$ cat src/rtl/mem_port_arbiter_pkg.sv
// Shared types for the memory-port arbiter: bus request/response structs,
// arbiter state encoding and default configuration constants.
package mem_port_arbiter_pkg;

    typedef enum logic [2:0] {
        MSIZE1 = 3'd0,
        MSIZE2 = 3'd1,
        MSIZE4 = 3'd2,
        MSIZE8 = 3'd3
    } msize_t;

    typedef struct packed {
        logic        valid;
        logic [63:0] addr;
    } ibus_req_t;

    typedef struct packed {
        logic        addr_ok;
        logic        data_ok;
        logic [31:0] data;
    } ibus_resp_t;

    typedef struct packed {
        logic        valid;
        logic [63:0] addr;
        msize_t      size;
        logic [7:0]  strobe;
        logic [63:0] data;
    } dbus_req_t;

    typedef struct packed {
        logic        addr_ok;
        logic        data_ok;
        logic [63:0] data;
    } dbus_resp_t;

    typedef enum logic [2:0] {
        IDLE   = 3'd0,
        I_ADDR = 3'd1,
        I_DATA = 3'd2,
        D_ADDR = 3'd3,
        D_DATA = 3'd4
    } arb_state_t;

    localparam int MAX_D_STREAK_DEF = 4;
    localparam int STAT_W_DEF       = 32;

    // Fetch returns one 32-bit word out of the 64-bit memory beat.
    function automatic logic [31:0] word_sel(input logic [63:0] beat, input logic hi);
        return hi ? beat[63:32] : beat[31:0];
    endfunction

endpackage

$ cat src/rtl/mem_port_arbiter_stats.sv
// Grant and fetch-wait counters for the memory-port arbiter.
// Only present when ARB_STATS_EN is defined; counters are read hierarchically.
`ifdef ARB_STATS_EN
module arb_stats #(
    parameter int STAT_W = 32
) (
    input  logic clk,
    input  logic reset,
    input  logic grant_i,
    input  logic grant_d,
    input  logic i_waiting
);

    logic [STAT_W-1:0] i_grants;
    logic [STAT_W-1:0] d_grants;
    logic [STAT_W-1:0] i_wait_cycles;

    // free-running counters, wrapping naturally at 2^STAT_W
    always_ff @(posedge clk or posedge reset) begin
        if (reset) begin
            i_grants      <= {STAT_W{1'b0}};
            d_grants      <= {STAT_W{1'b0}};
            i_wait_cycles <= {STAT_W{1'b0}};
        end else begin
            i_grants      <= i_grants + STAT_W'(grant_i);
            d_grants      <= d_grants + STAT_W'(grant_d);
            i_wait_cycles <= i_wait_cycles + STAT_W'(i_waiting);
        end
    end

endmodule
`endif

$ cat src/rtl/mem_port_arbiter.sv
// Shares one memory port between fetch (ibus) and load/store (dbus), dbus preferred
// with a streak limit. Define ARB_STATS_EN to add the arb_stats grant/wait counters.
module mem_port_arbiter
    import mem_port_arbiter_pkg::*;
#(
    parameter int MAX_D_STREAK = MAX_D_STREAK_DEF
`ifdef ARB_STATS_EN
    , parameter int STAT_W = STAT_W_DEF
`endif
) (
    input  logic       clk,
    input  logic       reset,
    input  ibus_req_t  ireq,
    output ibus_resp_t iresp,
    input  dbus_req_t  dreq,
    output dbus_resp_t dresp,
    output dbus_req_t  oreq,
    input  dbus_resp_t oresp
);

    localparam int            SW    = $clog2(MAX_D_STREAK + 1);
    localparam logic [SW-1:0] MAX_S = SW'(MAX_D_STREAK);

    arb_state_t    state_r;
    arb_state_t    state_nx_s;
    logic [SW-1:0] streak_r;
    logic [SW-1:0] streak_nx_s;
    logic          i_hi_r;
    logic          grant_i_s;

    assign grant_i_s = (state_r == IDLE) && (state_nx_s == I_ADDR);

    // state, streak and the half-word select of the granted fetch
    always_ff @(posedge clk or posedge reset) begin
        if (reset) begin
            state_r  <= IDLE;
            streak_r <= {SW{1'b0}};
            i_hi_r   <= 1'b0;
        end else begin
            state_r  <= state_nx_s;
            streak_r <= streak_nx_s;
            if (grant_i_s) begin
                i_hi_r <= ireq.addr[2];
            end else begin
                i_hi_r <= i_hi_r;
            end
        end
    end

    // arbitration and transaction sequencing
    always_comb begin
        state_nx_s  = state_r;
        streak_nx_s = streak_r;
        case (state_r)
            IDLE: begin
                if (dreq.valid && (!ireq.valid || (streak_r < MAX_S))) begin
                    state_nx_s = D_ADDR;
                    if (ireq.valid) begin
                        streak_nx_s = (streak_r == MAX_S) ? streak_r : streak_r + SW'(1);
                    end else begin
                        streak_nx_s = {SW{1'b0}};
                    end
                end else if (ireq.valid) begin
                    state_nx_s  = I_ADDR;
                    streak_nx_s = {SW{1'b0}};
                end else begin
                    state_nx_s = IDLE;
                end
            end
            I_ADDR: begin
                if (!ireq.valid) begin
                    state_nx_s = IDLE;
                end else if (oresp.addr_ok) begin
                    state_nx_s = oresp.data_ok ? IDLE : I_DATA;
                end else begin
                    state_nx_s = I_ADDR;
                end
            end
            I_DATA: begin
                state_nx_s = oresp.data_ok ? IDLE : I_DATA;
            end
            D_ADDR: begin
                if (!dreq.valid) begin
                    state_nx_s = IDLE;
                end else if (oresp.addr_ok) begin
                    state_nx_s = oresp.data_ok ? IDLE : D_DATA;
                end else begin
                    state_nx_s = D_ADDR;
                end
            end
            D_DATA: begin
                state_nx_s = oresp.data_ok ? IDLE : D_DATA;
            end
            default: begin
                state_nx_s  = IDLE;
                streak_nx_s = {SW{1'b0}};
            end
        endcase
    end

    // forward only the granted port; once past addr_ok, requester valid no longer matters
    always_comb begin
        oreq  = '0;
        iresp = '0;
        dresp = '0;
        case (state_r)
            I_ADDR: begin
                if (ireq.valid) begin
                    oreq.valid    = 1'b1;
                    oreq.addr     = ireq.addr;
                    oreq.size     = MSIZE4;
                    oreq.strobe   = 8'h00;
                    oreq.data     = 64'h0;
                    iresp.addr_ok = oresp.addr_ok;
                    iresp.data_ok = oresp.addr_ok & oresp.data_ok;
                    iresp.data    = (oresp.addr_ok & oresp.data_ok) ?
                                    word_sel(oresp.data, i_hi_r) : 32'h0;
                end else begin
                    oreq = '0;
                end
            end
            I_DATA: begin
                iresp.data_ok = oresp.data_ok;
                iresp.data    = oresp.data_ok ? word_sel(oresp.data, i_hi_r) : 32'h0;
            end
            D_ADDR: begin
                if (dreq.valid) begin
                    oreq          = dreq;
                    dresp.addr_ok = oresp.addr_ok;
                    dresp.data_ok = oresp.addr_ok & oresp.data_ok;
                    dresp.data    = (oresp.addr_ok & oresp.data_ok) ? oresp.data : 64'h0;
                end else begin
                    oreq = '0;
                end
            end
            D_DATA: begin
                dresp.data_ok = oresp.data_ok;
                dresp.data    = oresp.data_ok ? oresp.data : 64'h0;
            end
            IDLE: begin
                oreq = '0;
            end
            default: begin
                oreq = '0;
            end
        endcase
    end

`ifdef ARB_STATS_EN
    logic grant_d_s;
    logic i_waiting_s;

    assign grant_d_s   = (state_r == IDLE) && (state_nx_s == D_ADDR);
    assign i_waiting_s = ireq.valid && !grant_i_s && (state_r != I_ADDR) && (state_r != I_DATA);

    arb_stats #(.STAT_W(STAT_W)) u_stats (
        .clk       (clk),
        .reset     (reset),
        .grant_i   (grant_i_s),
        .grant_d   (grant_d_s),
        .i_waiting (i_waiting_s)
    );
`endif

endmodule

$ cat config.mk
export PLATFORM = sky130hd
export DESIGN_NAME = mem_port_arbiter
export DESIGN_NICKNAME = d
export VERILOG_FILES = /design/src/rtl/mem_port_arbiter_pkg.sv /design/src/rtl/mem_port_arbiter_stats.sv /design/src/rtl/mem_port_arbiter.sv
export SDC_FILE = /design/constraint.sdc
export NUM_CORES = 1
export LEC_CHECK = 0
export BUFFER_PORTS_ARGS = -buffer_cell sky130_fd_sc_hd__buf_2
export CORE_AREA = 2 2 198 200
export CTS_CLUSTER_DIAMETER = 30
export DETAILED_ROUTE_END_ITERATION = 6
export DIE_AREA = 0 0 200 202
export SYNTH_ARGS = -nofsm -noshare
export SYNTH_HDL_FRONTEND = slang
export SYNTH_SLANG_ARGS = --single-unit
$ cat constraint.sdc
create_clock -name clk -period 1.65 [get_ports clk]
set_input_delay 0.165 -clock clk [delete_from_list [all_inputs] [get_ports clk]]
set_output_delay 0.165 -clock clk [all_outputs]
set_load 0.01 [all_outputs]
==> results.json <==
{
  "r2r_end": "streak_r[2]",
  "leakagePower_uw": 0.00408,
  "num_rows": 72,
  "die_area_um2": 40400,
  "ys.flop_type": "dfrtp_1",
  "cap_violations": 0,
  "hold_depth": 2,
  "track_usage_pct": 9.99,
  "fin_ws_ns": -0.275,
  "ys_ff_latch": 7,
  "htree_levels": 1,
  "drc": 0,
  "cts_buffers": 3,
  "io_pins": 513,
  "grt_overflow": 0,
  "viasPerCell": 3.70,
  "cts-root-buf": "clkbuf_16",
  "crit_required_ns": 1.48,
  "netlist-cell-type-count": 33,
  "wl_per_cell_um": 16.9,
  "syn_area_um2": 2620,
  "reg2reg_setup_slack_ns": 0.12,
  "clk_pin_slew_worst_paths_ns": 0.04,
  "cts_tree": "built",
  "start_util_pct": 6.84,
  "clk_latency_ns": 0.23,
  "slowest_delay_ns": 0.44,
  "hold_path.class": "primary input to flip-flop",
  "final_net_count": 1156,
  "async_flop_share_pct": 100,
  "synth_top_area_share_pct": 21.4,
  "clock_sinks": 7,
  "dp_hpwl_um": 18600,
  "synth-edff-count": 0,
  "finalWeightedCongestion": 0.971,
  "clock_path_buffers": 2,
  "holdPathEnd": "i_hi_r",
  "finalSetupTns_ns": -52.56,
  "ys_warn_count": 0,
  "cp_max_fo": 25,
  "min_from": "ireq[2]",
  "die_y_um": 202,
  "antenna_found_initial": 17,
  "drt-total-wl_um": 23800,
  "fill_cells": 4364,
  "path_cells": "and4b_4 -> a22o_4 -> clkbuf_16 -> and3_1 -> buf_2",
  "grt_max_degree": 52,
  "fmax_ghz": 0.519,
  "violations": "negative setup slack",
  "area_delta_synth_final_pct": 150,
  "dp.cells": 1376,
  "drtIter0Drc": 448,
  "finClkSkew_ns": 0.000328,
  "drive_gt1_share_pct": 65.9,
  "final.min_clock_period_ns": 1.93,
  "synthTopCellsByArea": "a22o_1 (21%), and2_1 (19%), and3_1 (15%)",
  "critical_path_class": "flip-flop to output port",
  "r2r_cells": 5,
  "p_per_area_nw_per_um2": 820,
  "synth_top_area_cell": "a22o_1",
  "grt_pass1_vias": 4675,
  "r2r_start": "state_r[0]",
  "relSlewSlack_pct": 78.7,
  "core_um2": 38300,
  "vias": 5213,
  "synth_commonest_cells": "and2_1 (78), a22o_1 (64), and3_1 (64), nor2_1 (34), mux2i_1 (32)",
  "endpoint_kind": "output port",
  "final-seq-area_um2": 179,
  "syn_inst": 369,
  "crit_arrival_ns": 1.76,
  "avgSynthCellArea_um2": 7.10,
  "vdd_drop_max_uv": 388,
  "synth_most_common_cell": "and2_1",
  "syn_nets": 644,
  "drt_pre_antenna_iters": 6,
  "grt_pass1_wl_um": 29900,
  "rsz0062_at_grt": "yes",
  "outcome": "finished, violations left",
  "setup_violations": 240,
  "synth-seq-area-share_pct": 6.69,
  "slew_viol_final": 0,
  "multi_input_area_um2": 2280,
  "post-route-period-util_pct": 117,
  "port_buffers": 512,
  "worst_pin_slew_ns": 0.310,
  "start_kind": "flip-flop",
  "drtAntennaViolNets": 0,
  "fin_cells": 1408,
  "worst_path_max_delay_cell": "dfrtp_2",
  "die_w_um": 200,
  "hold_viol": 0
}
[what timing repair did]
item | 4_1_cts | 5_1_grt
setup endpoints to repair | 240 | 240
pin swaps | 16 | 43
hold buffers | 1 | 0
endpoints found under the hold margin | 7 | 0
resized for setup | 24 | 42
buffers inserted | 4 | 2
gates cloned | 4 | 7
[how the worst max path moves through the flow]
stage                     from   endpoint  slack [ns]  cells past startpoint
floorplan           state_r[0]  dresp[16]        0.03                      7
global placement    state_r[2]   oreq[84]       -0.26                      5
detailed placement  state_r[2]   oreq[84]       -0.30                      5
CTS                 state_r[2]   oreq[86]       -0.27                      5
global route        state_r[2]  dresp[33]       -0.35                      5
finish              state_r[2]  dresp[55]       -0.28                      5
[worst max-delay path, delay by kind of cell (launching register included)]
family / cells / cell delay, ns
and+or+nand+nor: 2 / 0.55
AOI/OAI and AO/OA: 1 / 0.19
DFF: 1 / 0.44
buffers and inverters: 2 / 0.34
[cell families after synthesis]
kind of cell	share of synthesized area, %
flops	6.69
compound gates	25.2
buf+inv	10.8
mux	12.7
fa+ha+maj	0.955
simple gates	43.7
[state kept, by name, indices dropped and copies added, names as in the netlist]
signal and cells:
i_hi_r 1, streak_r 3, state_r 3
[through the flow]
step	hold WS (ns)	worst slack, ns	utilization, %	instance area, µm²	total power, µW
after floorplan	-0.0316	0.0261	-	2620	2410
after global placement	0.120	-0.260	15.3	5850	4060
after detailed placement	0.128	-0.299	15.3	5850	4110
after CTS	0.197	-0.272	16.2	6200	4950
after global routing	0.206	-0.348	17.1	6560	5730
final	0.197	-0.275	17.1	6560	5380
[routing by layer]
metal	routed length, µm	track usage, %	up-vias
met1	9570	12.7	2411
met3	2550	3.10	40
li1	-	-	2361
met5	93	0	-
met2	11000	16.3	387
met4	582	2.65	14
[placed cells by master, fill, tap and decap left out, types with 2 or more instances in the layout]
cell / instances
a31oi_1: 2
o21ai_0: 3
nand4_1: 2
nor2_1: 34
dfrtp_2: 3
nor2b_1: 4
diode_2: 10
and3_1: 63
buf_6: 25
mux2i_1: 32
o22ai_1: 2
or2_2: 2
inv_1: 7
buf_2: 492
clkbuf_4: 2
nand2_1: 4
nand3b_1: 2
buf_16: 4
clkbuf_16: 9
and2_1: 73
buf_8: 2
buf_4: 15
a22o_1: 55
and2_4: 5
buf_12: 6
a22o_4: 10
ha_1: 2
dfrtp_1: 4
[report_power, final]
group,internal [µW],leakage (µW),switching (µW)
Clock,322,0.0000382,101
Combinational,2320,0.00396,2330
Sequential,233,0.0000871,71.8
Total,2870,0.00408,2500
[area by class of cell]
cell class	count	area share, %
well taps	518	9.88
flip-flops and latches	7	2.73
inverters	7	0.401
repair buffers	554	50.7
multi-input cells	308	34.7
diodes	10	0.382
clock buffers	4	1.20
No activity file was read; power rests on OpenSTA's default activity.
